### config.mk
export PLATFORM = sky130hd
export DESIGN_NAME = ahb_job_initializer
export DESIGN_NICKNAME = d
export VERILOG_FILES = /design/src/rtl/ahb_job_initializer.sv
export SDC_FILE = /design/constraint.sdc
export NUM_CORES = 1
export LEC_CHECK = 0
export ABC_AREA = 0
export BUFFER_PORTS_ARGS = -buffer_cell sky130_fd_sc_hd__buf_4
export CAP_MARGIN = 15
export CORE_MARGIN = 2
export CORE_UTILIZATION = 63
export CTS_CLUSTER_SIZE = 25
export DETAILED_ROUTE_END_ITERATION = 10
export PLACE_DENSITY = 0.84
export SYNTH_ARGS = -nofsm -noshare
export SYNTH_HDL_FRONTEND = slang
export SYNTH_SLANG_ARGS = --single-unit
export TNS_END_PERCENT = 100
### constraint.sdc
create_clock -name clk -period 4.09 [get_ports clk]
set_input_delay 1.0225 -clock clk [delete_from_list [all_inputs] [get_ports clk]]
set_output_delay 1.0225 -clock clk [all_outputs]
set_load 0.02 [all_outputs]
### src/rtl/ahb_job_initializer.sv
// ---------------------------------------------------------------------------
// ahb_job_initializer
//
// AHB-Lite slave that lets software stage an edge-detector job (image
// dimensions, read/write base addresses, filter type) and commit it into a
// small descriptor queue. The queue head is offered to the detector core over
// a valid/ready handshake. The block also tracks busy/done status and drives
// a level interrupt.
//
// Register map (word offset = ahb_haddr[4:2]):
//   0 DIM      RW  [2*DIM_BITS-1:DIM_BITS] height, [DIM_BITS-1:0] width
//   1 RD_ADDR  RW
//   2 WR_ADDR  RW
//   3 FILTER   RW  [FILT_BITS-1:0]
//   4 CTRL     WO  bit0 commit, bit1 clear done count + sticky error,
//                  bit2 irq_en (reads as 0)
//   5 STATUS   RO  bit0 busy, bit1 full, bit2 empty, bit3 irq_en,
//                  bit4 sticky error, [15:8] queue count, [23:16] done count
//   6,7        unmapped (ERROR response)
//
// Ports:
//   clk, n_rst               clock (HCLK) and async active-low reset
//   ahb_hsel .. ahb_hready   AHB-Lite slave inputs
//   ahb_hrdata, ahb_hreadyout, ahb_hresp   AHB-Lite slave outputs
//   job_valid, job_ready     descriptor handshake towards the core
//   job_width .. job_filter  head-of-queue descriptor fields
//   core_done                one-cycle pulse when the core finishes a job
//   irq                      level interrupt (irq_en & done count != 0)
//
// STATUS packs the queue and done counts into fixed byte lanes, so BUSWIDTH
// is expected to be at least 24 and NUM_JOBS at most 128.
// ---------------------------------------------------------------------------
module ahb_job_initializer #(
    parameter int BUSWIDTH  = 32,
    parameter int NUM_JOBS  = 4,
    parameter int DIM_BITS  = 16,
    parameter int FILT_BITS = 2
) (
    input  logic                 clk,
    input  logic                 n_rst,
    input  logic                 ahb_hsel,
    input  logic [1:0]           ahb_htrans,
    input  logic                 ahb_hwrite,
    input  logic [BUSWIDTH-1:0]  ahb_haddr,
    input  logic [BUSWIDTH-1:0]  ahb_hwdata,
    input  logic                 ahb_hready,
    output logic [BUSWIDTH-1:0]  ahb_hrdata,
    output logic                 ahb_hreadyout,
    output logic                 ahb_hresp,
    output logic                 job_valid,
    input  logic                 job_ready,
    output logic [DIM_BITS-1:0]  job_width,
    output logic [DIM_BITS-1:0]  job_height,
    output logic [BUSWIDTH-1:0]  job_rd_addr,
    output logic [BUSWIDTH-1:0]  job_wr_addr,
    output logic [FILT_BITS-1:0] job_filter,
    input  logic                 core_done,
    output logic                 irq
);

    localparam int PTR_W = $clog2(NUM_JOBS);
    localparam int CNT_W = PTR_W + 1;

    localparam logic [2:0] OFF_DIM    = 3'd0;
    localparam logic [2:0] OFF_RD     = 3'd1;
    localparam logic [2:0] OFF_WR     = 3'd2;
    localparam logic [2:0] OFF_FILT   = 3'd3;
    localparam logic [2:0] OFF_CTRL   = 3'd4;
    localparam logic [2:0] OFF_STATUS = 3'd5;

    // RESP_NORMAL covers OKAY data phases and the first (stalled) ERROR
    // cycle; RESP_ERR_TAIL is the second ERROR cycle with hreadyout high.
    typedef enum logic {
        RESP_NORMAL,
        RESP_ERR_TAIL
    } resp_state_t;

    resp_state_t resp_state;
    resp_state_t resp_next;

    // Registered address phase
    logic       dp_valid;
    logic       dp_write;
    logic [2:0] dp_off;

    // Staged descriptor
    logic [DIM_BITS-1:0]  stage_width;
    logic [DIM_BITS-1:0]  stage_height;
    logic [BUSWIDTH-1:0]  stage_rd_addr;
    logic [BUSWIDTH-1:0]  stage_wr_addr;
    logic [FILT_BITS-1:0] stage_filter;

    // Descriptor queue
    logic [DIM_BITS-1:0]  fifo_width   [NUM_JOBS];
    logic [DIM_BITS-1:0]  fifo_height  [NUM_JOBS];
    logic [BUSWIDTH-1:0]  fifo_rd_addr [NUM_JOBS];
    logic [BUSWIDTH-1:0]  fifo_wr_addr [NUM_JOBS];
    logic [FILT_BITS-1:0] fifo_filter  [NUM_JOBS];
    logic [PTR_W-1:0]     wr_ptr;
    logic [PTR_W-1:0]     rd_ptr;
    logic [CNT_W-1:0]     fifo_count;
    logic                 fifo_full;
    logic                 fifo_empty;

    // Control / status
    logic       irq_en;
    logic       sticky_err;
    logic       busy;
    logic [7:0] done_cnt;

    // Data-phase decode
    logic data_phase;
    logic err_cond;
    logic access_err;
    logic access_ok;
    logic write_ok;
    logic ctrl_write;
    logic push;
    logic pop;
    logic clear_done;

    logic [BUSWIDTH-1:0] status_word;

    // Only haddr[4:2] select a register; htrans[0] only distinguishes SEQ
    // from NONSEQ, which this slave treats identically.
    logic unused_bits;
    assign unused_bits = ^{ahb_haddr[BUSWIDTH-1:5], ahb_haddr[1:0], ahb_htrans[0]};

    // Address phase capture: a new transfer is only accepted while the bus
    // is ready, otherwise the current data phase is still in progress.
    always_ff @(posedge clk or negedge n_rst) begin
        if (!n_rst) begin
            dp_valid <= 1'b0;
            dp_write <= 1'b0;
            dp_off   <= 3'd0;
        end else if (ahb_hready) begin
            dp_valid <= ahb_hsel & ahb_htrans[1];
            dp_write <= ahb_hwrite;
            dp_off   <= ahb_haddr[4:2];
        end
    end

    assign fifo_full  = (fifo_count == CNT_W'(NUM_JOBS));
    assign fifo_empty = (fifo_count == '0);

    // Error decode; full is the pre-pop value so a commit racing a pop
    // is still rejected.
    always_comb begin
        err_cond = 1'b0;
        if (dp_off == 3'd6 || dp_off == 3'd7) begin
            err_cond = 1'b1;
        end else if (dp_write && dp_off == OFF_STATUS) begin
            err_cond = 1'b1;
        end else if (dp_write && dp_off == OFF_CTRL && ahb_hwdata[0] &&
                     (fifo_full || stage_width == '0 || stage_height == '0)) begin
            err_cond = 1'b1;
        end
    end

    // The error tail cycle must not re-execute the access it belongs to.
    assign data_phase = dp_valid && (resp_state == RESP_NORMAL);
    assign access_err = data_phase & err_cond;
    assign access_ok  = data_phase & ~err_cond;
    assign write_ok   = access_ok & dp_write;
    assign ctrl_write = write_ok & (dp_off == OFF_CTRL);
    assign push       = ctrl_write & ahb_hwdata[0];
    assign clear_done = ctrl_write & ahb_hwdata[1];
    assign pop        = job_valid & job_ready;

    always_ff @(posedge clk or negedge n_rst) begin
        if (!n_rst) begin
            resp_state <= RESP_NORMAL;
        end else begin
            resp_state <= resp_next;
        end
    end

    always_comb begin
        resp_next     = resp_state;
        ahb_hreadyout = 1'b1;
        ahb_hresp     = 1'b0;
        case (resp_state)
            RESP_NORMAL: begin
                if (access_err) begin
                    ahb_hreadyout = 1'b0;
                    ahb_hresp     = 1'b1;
                    resp_next     = RESP_ERR_TAIL;
                end
            end
            RESP_ERR_TAIL: begin
                ahb_hresp = 1'b1;
                resp_next = RESP_NORMAL;
            end
            default: resp_next = RESP_NORMAL;
        endcase
    end

    always_comb begin
        status_word        = '0;
        status_word[0]     = busy;
        status_word[1]     = fifo_full;
        status_word[2]     = fifo_empty;
        status_word[3]     = irq_en;
        status_word[4]     = sticky_err;
        status_word[15:8]  = 8'(fifo_count);
        status_word[23:16] = done_cnt;
    end

    // Zero-wait-state read mux; idle, write and error cycles return 0.
    always_comb begin
        ahb_hrdata = '0;
        if (access_ok && !dp_write) begin
            case (dp_off)
                OFF_DIM: begin
                    ahb_hrdata[DIM_BITS-1:0]          = stage_width;
                    ahb_hrdata[2*DIM_BITS-1:DIM_BITS] = stage_height;
                end
                OFF_RD:     ahb_hrdata = stage_rd_addr;
                OFF_WR:     ahb_hrdata = stage_wr_addr;
                OFF_FILT:   ahb_hrdata[FILT_BITS-1:0] = stage_filter;
                OFF_STATUS: ahb_hrdata = status_word;
                default:    ahb_hrdata = '0;
            endcase
        end
    end

    always_ff @(posedge clk or negedge n_rst) begin
        if (!n_rst) begin
            stage_width   <= '0;
            stage_height  <= '0;
            stage_rd_addr <= '0;
            stage_wr_addr <= '0;
            stage_filter  <= '0;
        end else if (write_ok) begin
            case (dp_off)
                OFF_DIM: begin
                    stage_width  <= ahb_hwdata[DIM_BITS-1:0];
                    stage_height <= ahb_hwdata[2*DIM_BITS-1:DIM_BITS];
                end
                OFF_RD:   stage_rd_addr <= ahb_hwdata;
                OFF_WR:   stage_wr_addr <= ahb_hwdata;
                OFF_FILT: stage_filter  <= ahb_hwdata[FILT_BITS-1:0];
                default: ;
            endcase
        end
    end

    // Circular descriptor queue; pointers wrap naturally because NUM_JOBS
    // is a power of two.
    always_ff @(posedge clk or negedge n_rst) begin
        if (!n_rst) begin
            for (int i = 0; i < NUM_JOBS; i++) begin
                fifo_width[i]   <= '0;
                fifo_height[i]  <= '0;
                fifo_rd_addr[i] <= '0;
                fifo_wr_addr[i] <= '0;
                fifo_filter[i]  <= '0;
            end
            wr_ptr     <= '0;
            rd_ptr     <= '0;
            fifo_count <= '0;
        end else begin
            if (push) begin
                fifo_width[wr_ptr]   <= stage_width;
                fifo_height[wr_ptr]  <= stage_height;
                fifo_rd_addr[wr_ptr] <= stage_rd_addr;
                fifo_wr_addr[wr_ptr] <= stage_wr_addr;
                fifo_filter[wr_ptr]  <= stage_filter;
                wr_ptr               <= wr_ptr + PTR_W'(1);
            end
            if (pop) begin
                rd_ptr <= rd_ptr + PTR_W'(1);
            end
            case ({push, pop})
                2'b10:   fifo_count <= fifo_count + CNT_W'(1);
                2'b01:   fifo_count <= fifo_count - CNT_W'(1);
                default: fifo_count <= fifo_count;
            endcase
        end
    end

    assign job_valid   = ~fifo_empty;
    assign job_width   = fifo_width[rd_ptr];
    assign job_height  = fifo_height[rd_ptr];
    assign job_rd_addr = fifo_rd_addr[rd_ptr];
    assign job_wr_addr = fifo_wr_addr[rd_ptr];
    assign job_filter  = fifo_filter[rd_ptr];

    // A pop in the same cycle as core_done starts the next job, so busy
    // stays set; the CTRL clear wins over a coincident done pulse.
    always_ff @(posedge clk or negedge n_rst) begin
        if (!n_rst) begin
            irq_en     <= 1'b0;
            sticky_err <= 1'b0;
            busy       <= 1'b0;
            done_cnt   <= 8'd0;
            irq        <= 1'b0;
        end else begin
            if (ctrl_write) begin
                irq_en <= ahb_hwdata[2];
            end

            if (access_err) begin
                sticky_err <= 1'b1;
            end else if (clear_done) begin
                sticky_err <= 1'b0;
            end

            if (pop) begin
                busy <= 1'b1;
            end else if (core_done) begin
                busy <= 1'b0;
            end

            if (clear_done) begin
                done_cnt <= 8'd0;
            end else if (core_done && done_cnt != 8'hFF) begin
                done_cnt <= done_cnt + 8'd1;
            end

            irq <= irq_en & (done_cnt != 8'd0);
        end
    end

endmodule
==> results of run 1 <==
[power by group]
group          leakage [nW]  internal, W  switching, W  total, W
Combinational          5.64      0.00127       0.00121   0.00248
Sequential             7.02      0.00564      0.000948   0.00658
Clock                 0.845      0.00276       0.00198   0.00474
Total                  13.5      0.00966       0.00414    0.0138
[layout make-up]
type / instances / area, sq um / area share (%)
diodes: 1 / 2.502 / 0.009357
clock buffers: 73 / 1511 / 5.651
clock inverters: 19 / 180.2 / 0.6737
inverters: 15 / 56.30 / 0.2105
multi-input cells: 826 / 9608 / 35.93
flip-flops and latches: 515 / 12900 / 48.22
well taps: 468 / 585.6 / 2.189
repair buffers: 226 / 1904 / 7.120
[worst register-to-register path, delay by kind of cell (launching register included)]
family | cells | cell delay [ps]
and+or+nand+nor | 4 | 1890
buffers and inverters | 1 | 530
DFF | 1 | 460
muxes | 1 | 410
[logic make-up after synthesis]
kind of cell             Yosys count
buffers and inverters            110
multiplexers                     621
AO/OA/AOI/OAI                     54
adder cells (fa/ha/maj)            8
flip-flops                       515
AND/OR/NAND/NOR                  130
XOR/XNOR                          13
[synthesized netlist by cell type, types with 7 or more instances]
library cell and instances:
dfrtp_1 515, mux2_2 412, mux4_2 99, mux2_4 80, nor2_1 68, buf_2 40, clkbuf_1 30, mux2i_1 28
a21oi_1 17, inv_1 15, buf_1 12, buf_6 12, nand2_1 11, nor3_1 10, xnor2_1 10, nor4_1 9
o21ai_0 8, ha_1 7, nand3_1 7
[state kept, by name, indices dropped and copies added, names as in the netlist, 2 cells and up]
name	flops
fifo_wr_addr	128
stage_height	16
stage_width	16
stage_wr_addr	32
fifo_width	64
done_cnt	8
fifo_rd_addr	128
rd_ptr	2
wr_ptr	2
stage_filter	2
fifo_count	3
stage_rd_addr	32
dp_off	3
fifo_filter	8
fifo_height	64
[metrics by stage]
| step | power [W] | setup WS [ps] | cell area, sq um | hold WS (ps) | util (%) |
|---|---|---|---|---|---|
| after floorplan | 0.008004 | 989.6 | 23040 | 471.0 | - |
| after global placement | 0.009010 | 575.2 | 25050 | 480.5 | 68.91 |
| after detailed placement | 0.009136 | 552.4 | 25050 | 487.2 | 68.91 |
| after CTS | 0.01386 | 135.9 | 26740 | 432.5 | 73.57 |
| after global routing | 0.01434 | 18.52 | 26740 | 454.7 | 73.58 |
| final | 0.01380 | 140.2 | 26740 | 421.9 | 73.58 |
[per-layer routing]
metal | vias up | global-route usage (%) | share of wire (%)
li1 | 5728 | - | -
met1 | 7240 | 40.76 | 42
met2 | 434 | 47.31 | 49
met3 | 118 | 5.406 | 5.5
met4 | 2 | 13.03 | 3.8
met5 | - | 0 | 0.015
[how the worst max path moves through the flow]
stage | end | slack, ps | depth (start not counted)
after detailed placement | ahb_hrdata[31] | 550 | 6
after CTS | ahb_hresp | 140 | 6
final | ahb_hresp | 140 | 6
after global placement | ahb_hrdata[31] | 580 | 6
after floorplan | ahb_hresp | 990 | 4
after global routing | ahb_hrdata[31] | 20 | 6
==> impl_metrics.yaml, run 1 <==
status:
  run_status: "finished, final reports clean"
final_layout:
  post_route_cells_drive_above_1_share_pct: 54.54
  syn_to_final_growth_pct: 16.08
  post_layout_nonfiller_instances: 2143
  most-common-layout-cells: "dfrtp_1 (512), mux2_2 (412), buf_4 (209)"
  num-fill-cells: 2194
  net_count_final: 1717
  layout_commonest_cell: "dfrtp_1"
place:
  post_detail_place_hpwl_mm: 34.87
  place.gp.congestion: 0.8356
  placement.io_buffers: 176
  placedCellCount: 2050
global_route:
  maximum_number_of_pins_on_one_net_before_global_route_repair: 72
  grt_antenna_before_repair: 2
  grt_usage_pct: 29.71
  vias_in_the_first_global_route: 14850
  global_route_wire_length_before_repair_mm: 86.27
  overflow: 0
drt:
  detailroute.via_count: 13520
  drt-vias-per-instance: 6.310
  route.detailed.wl_per_inst_microns: 25.59
  drtPass1Iterations: 6
  route.antenna.remaining_nets: 0
  drtIter0Drc: 852
  wirelength_mm: 54.84
  drc: 0
logic_synthesis:
  synth_fp_nets: 1532
  yosys.area_share.xor_xnor_pct: 0.4942
  synth_area_leaders: "dfrtp_1 (56%), mux2_2 (20%), mux4_2 (9.7%), mux2_4 (5.2%), mux2i_1 (1.2%)"
  synth_cell_types: 44
  synth_area_sq_um: 23040
  synth.avg_cell_area_sq_um: 15.88
  synthSimpleGateAreaFrac_pct: 2.748
  synthFlopType: "dfrtp_1"
  yosysWarningCount: 0
  synth-edff-count: 0
  synth.area.mux_share_pct: 36.34
  netlist.top_cell.by_area: "dfrtp_1"
  fraction_of_registers_with_async_set_or_reset_after_synthesis_pct: 100.0
  dominant_combinational_cell_family_by_area_after_synthesis: "multiplexers"
  synth_seq_area_share_pct: 55.94
  synth-seq-cells: 515
  netlist_instances: 1451
  synth_compound_area_share_pct: 1.597
  yosys.area_share.adder_pct: 0.4670
  synth_top_cell_area_share_pct: 55.94
timing:
  max_slew.worst_pin.slew_ps: 1089
  sum_of_negative_setup_slack_ps: 0
  maxSlewViolCount: 0
  fin_skew_ps: 19.02
  finalHoldViolations: 0
  max_clock_freq_mhz: 253.2
  maxSlewHeadroom_pct: 27.41
  finalSetupViolations: 0
  final.period_utilization_pct: 96.57
  rsz_0062_raised_after_global_routing: "false"
  final.min_clock_period_ps: 3950
die:
  die_height_microns: 195.2
  design.die.area_sq_um: 38120
  rows: 70
  core_area_sq_um: 36350
  die-width_microns: 195.2
  floorplan.initialDensity_pct: 63.39
  num_io_pins: 207
clock_tree:
  clock_tree.htree_level_count: 2
  cts_tree: "yes"
  post_cts.repair.setup_buffers: 0
  cts-buffers-inserted: 52
  cts_repair_resize_count: 1
  source_to_sink_clock_delay_at_the_later_pin_of_the_worst_skew_pair_ps: 590
  clock-root-buffer: "clkbuf_16"
  postCtsHoldBufs: 0
  clkSlewWorstSetupHoldPaths_ps: 60
  cts_max_path_buffers: 3
  cts.sink_count: 515
setup_path:
  rr_endpoint: "fifo_wr_addr[126]$_DFFE_PN0P_"
  worstSetupStartpoint: "stage_height[11]$_DFFE_PN0P_"
  timing.critical_path.max_delay_family: "simple AND/OR/NAND/NOR gates"
  worst-endpoint-arrival_ps: 2930
  path_cells: "nor4_1 -> nand4_1 -> a31oi_1 -> o21ai_0 -> nand2b_1 -> buf_4"
  ff2ff_path_depth: 6
  rrSetupSlack_ps: 670
  critPathLaunchType: "flop"
  timing.critical_path.to_type: "output pin"
  timing.critical_path.slowest_cell_delay_ps: 570
  crit_fanout: 7
  cp.buffers_inverters: 1
  r2r-start: "stage_height[11]$_DFFE_PN0P_"
  criticalPathCategory: "flop to output pin"
  cp.required_ps: 3070
  cpMaxStageDelayCell: "nor4_1"
worst_hold_path:
  hold_path.class: "primary input to async pin"
power:
  vdd.ir_drop.worst_v: 0.0003543
  pwr_density_cell_nw_per_um2: 516.1
  total_leakage_power_nw: 13.51
flow_run:
  drv_cap: 0
Note: power is estimated with default switching activity, not from simulation.
==> inputs of run 2 (changes only) <==
- CORE_ASPECT_RATIO: not set -> 0.9
- REMOVE_ABC_BUFFERS: not set -> 1
- clock period: 4.09 -> 4.85 ns (I/O delays scaled with it)
==> impl_metrics.yaml, run 2 (synthesis results as in run 1) <==
final_layout:
  largestRegisters: "fifo_rd_addr x128, fifo_wr_addr x128"
  net_count_final: 1699
  post_layout_nonfiller_instances: 2135
  syn_to_final_growth_pct: 16.05
  most-common-layout-cells: "dfrtp_1 (512), mux2_2 (412), buf_4 (196)"
  num-fill-cells: 2197
  post-route-cell-area_sq_um: 26740
  num_antenna_cells: 0
  layout_commonest_cell: "dfrtp_1"
  post_route_cells_drive_above_1_share_pct: 54.07
setup_path:
  timing.critical_path.slowest_cell_delay_ps: 670
  path_cells: "nor2b_2 -> and2_1 -> a2bb2oi_1 -> nor2_1 -> buf_4"
  rrSetupSlack_ps: 1400
  cpMaxStageDelayCell: "dfrtp_2"
  rr_endpoint: "fifo_rd_addr[84]$_DFFE_PN0P_"
  critPathLaunchType: "flop"
  ff2ff_path_depth: 6
  worstSetupStartpoint: "dp_off[0]$_DFFE_PN0P_"
  cp.required_ps: 3640
  crit_fanout: 25
  worst-endpoint-arrival_ps: 3110
  r2r-start: "stage_height[9]$_DFFE_PN0P_"
  criticalPathCategory: "flop to output pin"
  crit_path_end: "ahb_hrdata[9]"
  timing.critical_path.to_type: "output pin"
global_route:
  grt_antenna_before_repair: 0
  global_route_wire_length_before_repair_mm: 84.45
  overflow: 0
  grt_usage_pct: 29.43
  maximum_number_of_pins_on_one_net_before_global_route_repair: 107
  vias_in_the_first_global_route: 14500
clock_tree:
  clkSlewWorstSetupHoldPaths_ps: 60
  clock_tree.htree_level_count: 2
  cts_tree: "yes"
  cts-buffers-inserted: 50
  cts_repair_resize_count: 0
  source_to_sink_clock_delay_at_the_later_pin_of_the_worst_skew_pair_ps: 580
  post_cts.repair.setup_buffers: 0
  cts.sink_count: 515
  clock-root-buffer: "clkbuf_16"
  cts_max_path_buffers: 3
  postCtsHoldBufs: 0
drt:
  detailroute.via_count: 13440
  drtIter0Drc: 925
  wirelength_mm: 54.00
  route.antenna.remaining_nets: 0
  drt-vias-per-instance: 6.295
  drc: 0
  route.detailed.wl_per_inst_microns: 25.29
  drtPass1Iterations: 7
timing:
  fin_skew_ps: 17.43
  rsz_0062_raised_after_global_routing: "false"
  finalSetupViolations: 0
  max_slew.worst_pin.slew_ps: 1157
  final.min_clock_period_ps: 4326
  max_clock_freq_mhz: 231.1
  finalHoldViolations: 0
  maxSlewViolCount: 0
  final.period_utilization_pct: 89.20
  maxSlewHeadroom_pct: 22.88
power:
  power_frac_seq_pct: 47.2
  internal-power_w: 0.008413
  vdd.ir_drop.worst_v: 0.0002967
  power.combinational.fraction_pct: 16.5
  pwr_density_cell_nw_per_um2: 443.5
  total_leakage_power_nw: 13.47
  total_switching_power_w: 0.003446
  power.share.switching_pct: 29.06
  clockPowerShare_pct: 36.3
die:
  core_area_sq_um: 36090
  rows: 66
  num_io_pins: 207
  die-width_microns: 205.6
  die_height_microns: 185.4
  floorplan.initialDensity_pct: 63.84
  design.die.area_sq_um: 38120
flow_run:
  drv_cap: 0
place:
  placedInstanceArea_sq_um: 24900
  post_detail_place_hpwl_mm: 33.05
  placement.io_buffers: 176
  placedCellCount: 2042
  place.gp.congestion: 0.8108
status:
  run_status: "finished, final reports clean"
worst_hold_path:
  hold_path.class: "flop to flop"
run 2: layer usage:
layer  share of wire [%]  track usage (%)
met5                   0                0
met4                 2.0            7.194
met3                 5.6            5.348
met2                  49            48.69
met1                  43            40.97
run 2: area by class of cell:
cell class	count	area, sq um	share of cell area, %
Multi-Input combinational cell	826	9605	35.92
Inverter	15	56.30	0.2106
Tap cell	476	595.6	2.227
Clock buffer	69	1456	5.447
Clock inverter	24	381.6	1.427
Sequential cell	515	12900	48.23
Timing Repair Buffer	210	1747	6.533
run 2: metrics by stage:
step / total power, W / worst slack (ps) / TNS, ps / util, % / hold WS [ps]
after detailed placement: 0.007613 / 1217 / 0 / 69.00 / 487.4
final: 0.01186 / 523.7 / 0 / 74.09 / 499.4
after global routing: 0.01234 / 436.0 / 0 / 74.09 / 507.0
after CTS: 0.01192 / 592.9 / 0 / 74.09 / 501.6
after floorplan: 0.006753 / -946.9 / -92790 / - / 471.0
after global placement: 0.007500 / 1225 / 0 / 69.00 / 480.6
run 2: worst min path at each step:
stage	start	end	slack [ps]	cells past startpoint
floorplan	sticky_err$_DFFE_PN0P_	sticky_err$_DFFE_PN0P_	470	2
global placement	fifo_rd_addr[52]$_DFFE_PN0P_	fifo_rd_addr[52]$_DFFE_PN0P_	480	1
detailed placement	fifo_rd_addr[47]$_DFFE_PN0P_	fifo_rd_addr[47]$_DFFE_PN0P_	490	1
CTS	fifo_wr_addr[37]$_DFFE_PN0P_	fifo_wr_addr[37]$_DFFE_PN0P_	500	1
global route	fifo_rd_addr[3]$_DFFE_PN0P_	fifo_rd_addr[3]$_DFFE_PN0P_	510	1
finish	fifo_rd_addr[8]$_DFFE_PN0P_	fifo_rd_addr[8]$_DFFE_PN0P_	500	1
run 2: critical path, delay by kind of cell, from the launching register on:
kind / cells / cell delay (ps)
and+or+nand+nor: 3 / 1510
buffers and inverters: 1 / 210
AOI/OAI and AO/OA: 1 / 160
DFF: 1 / 670
run 2: power by group through the flow:
| stage | clock network, W | logic (W) | registers [W] |
|---|---|---|---|
| 4_1_cts | 0.00436 | 0.00198 | 0.00558 |
| 3_5_place_dp | 0 | 0.00197 | 0.00565 |
| 3_3_place_gp | 0 | 0.00191 | 0.00559 |
| 2_1_floorplan | 0 | 0.00123 | 0.00552 |
| 5_1_grt | 0.00453 | 0.00212 | 0.00569 |
| 6_report | 0.00430 | 0.00196 | 0.00559 |
==> inputs of run 3 (changes only) <==
- CORE_MARGIN: 2 -> 5
- SKIP_LAST_GASP: not set -> 1
==> impl_metrics.yaml, run 3 (synthesis results as in run 1) <==
setup_path:
  cp.required_ps: 3640
  timing.critical_path.slowest_cell_delay_ps: 840
  worst-endpoint-arrival_ps: 3320
  criticalPathCategory: "flop to output pin"
  timing.critical_path.to_type: "output pin"
  path_cells: "nor2b_2 -> and2_1 -> a2bb2oi_1 -> nor2_1 -> buf_4"
  cpMaxStageDelayCell: "nor2b_2"
  critPathLaunchType: "flop"
  crit_fanout: 24
clock_tree:
  postCtsHoldBufs: 0
  clkSlewWorstSetupHoldPaths_ps: 60
  cts-buffers-inserted: 51
  cts_repair_resize_count: 0
  post_cts.repair.setup_buffers: 0
  cts.sink_count: 515
  cts_tree: "yes"
  source_to_sink_clock_delay_at_the_later_pin_of_the_worst_skew_pair_ps: 570
  clock_tree.htree_level_count: 2
  cts_max_path_buffers: 3
  clock-root-buffer: "clkbuf_16"
timing:
  final.period_utilization_pct: 93.49
  finalSetupViolations: 0
  max_clock_freq_mhz: 220.6
  final.min_clock_period_ps: 4534
  sum_of_negative_setup_slack_ps: 0
  maxSlewHeadroom_pct: 18.79
  fin_ws_ps: 315.9
  rsz_0062_raised_after_global_routing: "false"
  maxSlewViolCount: 0
  max_slew.worst_pin.slew_ps: 1218
  fin_skew_ps: 10.88
  finalHoldViolations: 0
die:
  floorplan.initialDensity_pct: 63.70
  core_area_sq_um: 36170
  design.die.area_sq_um: 40500
  die-width_microns: 211.6
  num_io_pins: 207
  die_height_microns: 191.4
  rows: 66
place:
  placement.io_buffers: 176
  place.gp.congestion: 0.8045
  post_detail_place_hpwl_mm: 33.67
  dp_slack_ps: 1030
final_layout:
  syn_to_final_growth_pct: 15.60
  multi_input_comb_area_sq_um: 9605
  num-fill-cells: 2209
  regArea_sq_um: 12900
  post_route_cells_drive_above_1_share_pct: 53.98
  most-common-layout-cells: "dfrtp_1 (511), mux2_2 (412), buf_4 (208)"
  net_count_final: 1711
  largestRegisters: "fifo_rd_addr x128, fifo_wr_addr x128"
  layout_commonest_cell: "dfrtp_1"
global_route:
  maximum_number_of_pins_on_one_net_before_global_route_repair: 111
  overflow: 0
  grt_usage_pct: 27.19
  global_route_wire_length_before_repair_mm: 85.53
  vias_in_the_first_global_route: 14690
  grt_antenna_before_repair: 1
drt:
  drtIter0Drc: 990
  route.detailed.wl_per_inst_microns: 25.08
  drc: 0
  detailroute.via_count: 13480
  route.antenna.remaining_nets: 0
  drt-vias-per-instance: 6.277
  drtPass1Iterations: 5
  wirelength_mm: 53.88
power:
  vdd.ir_drop.worst_v: 0.0003160
  total_leakage_power_nw: 13.44
  total_power_w: 0.01147
  pwr_density_cell_nw_per_um2: 430.6
status:
  run_status: "finished, final reports clean"
flow_run:
  drv_cap: 0
worst_hold_path:
  hold_path.class: "flop to flop"
-- run 3: stage by stage --
| stage | std cells | utilization, % | hold WS, ps | instance area (sq um) |
|---|---|---|---|---|
| final | 2148 | 73.64 | 499.6 | 26630 |
| after global routing | 2147 | 73.63 | 506.8 | 26630 |
| after CTS | 2147 | 73.63 | 501.0 | 26630 |
| after detailed placement | 2053 | 69.04 | 487.9 | 24970 |
| after global placement | 2053 | 69.04 | 480.6 | 24970 |
| after floorplan | 1356 | - | 471.0 | 22540 |
-- run 3: critical path: cells and delay by family, from the launching register on --
kind	cells	cell delay [ps]
and+or+nand+nor	3	1710
AOI/OAI and AO/OA	1	140
buffers and inverters	1	210
DFF	1	680
-- run 3: routing by layer --
layer	wire length, microns	GRT usage [%]	share of wire [%]
met4	1216	6.985	2.3
met5	20	0	0.037
met1	22930	38.79	43
met2	26140	43.67	49
met3	3574	5.612	6.6
-- run 3: worst paths after layout --
check / start / endpoint / slack, ps / cells after the start
min in group asynchronous: n_rst / fifo_wr_addr[123]$_DFFE_PN0P_ / 720 / 1
worst max-delay path: dp_off[0]$_DFFE_PN0P_ / ahb_hrdata[9] / 320 / 5
worst min register to register: fifo_rd_addr[34]$_DFFE_PN0P_ / fifo_rd_addr[34]$_DFFE_PN0P_ / 500 / 1
max in group asynchronous: n_rst / fifo_width[54]$_DFFE_PN0P_ / 2980 / 3
worst min-delay path: fifo_rd_addr[34]$_DFFE_PN0P_ / fifo_rd_addr[34]$_DFFE_PN0P_ / 500 / 1
worst max register to register: dp_off[0]$_DFFE_PN0P_ / stage_wr_addr[22]$_DFFE_PN0P_ / 1070 / 4
-- run 3: final cells by class --
cell class                 instances  area share, %
sequential                       515          48.42
inverter                          15         0.2114
multi-input combinational        826          36.06
clock buffer                      81          5.788
antenna                            1       0.009395
tap                              476          2.236
timing repair buffer             221          6.821
clock inverter                    13         0.4463
-- run 3: power by group --
part / switching, W / internal, W / leakage [nW]
clock network: 0.00162 / 0.00228 / 0.824
logic: 0.000917 / 0.00104 / 5.60
registers: 0.000852 / 0.00475 / 7.02
total: 0.00339 / 0.00807 / 13.4
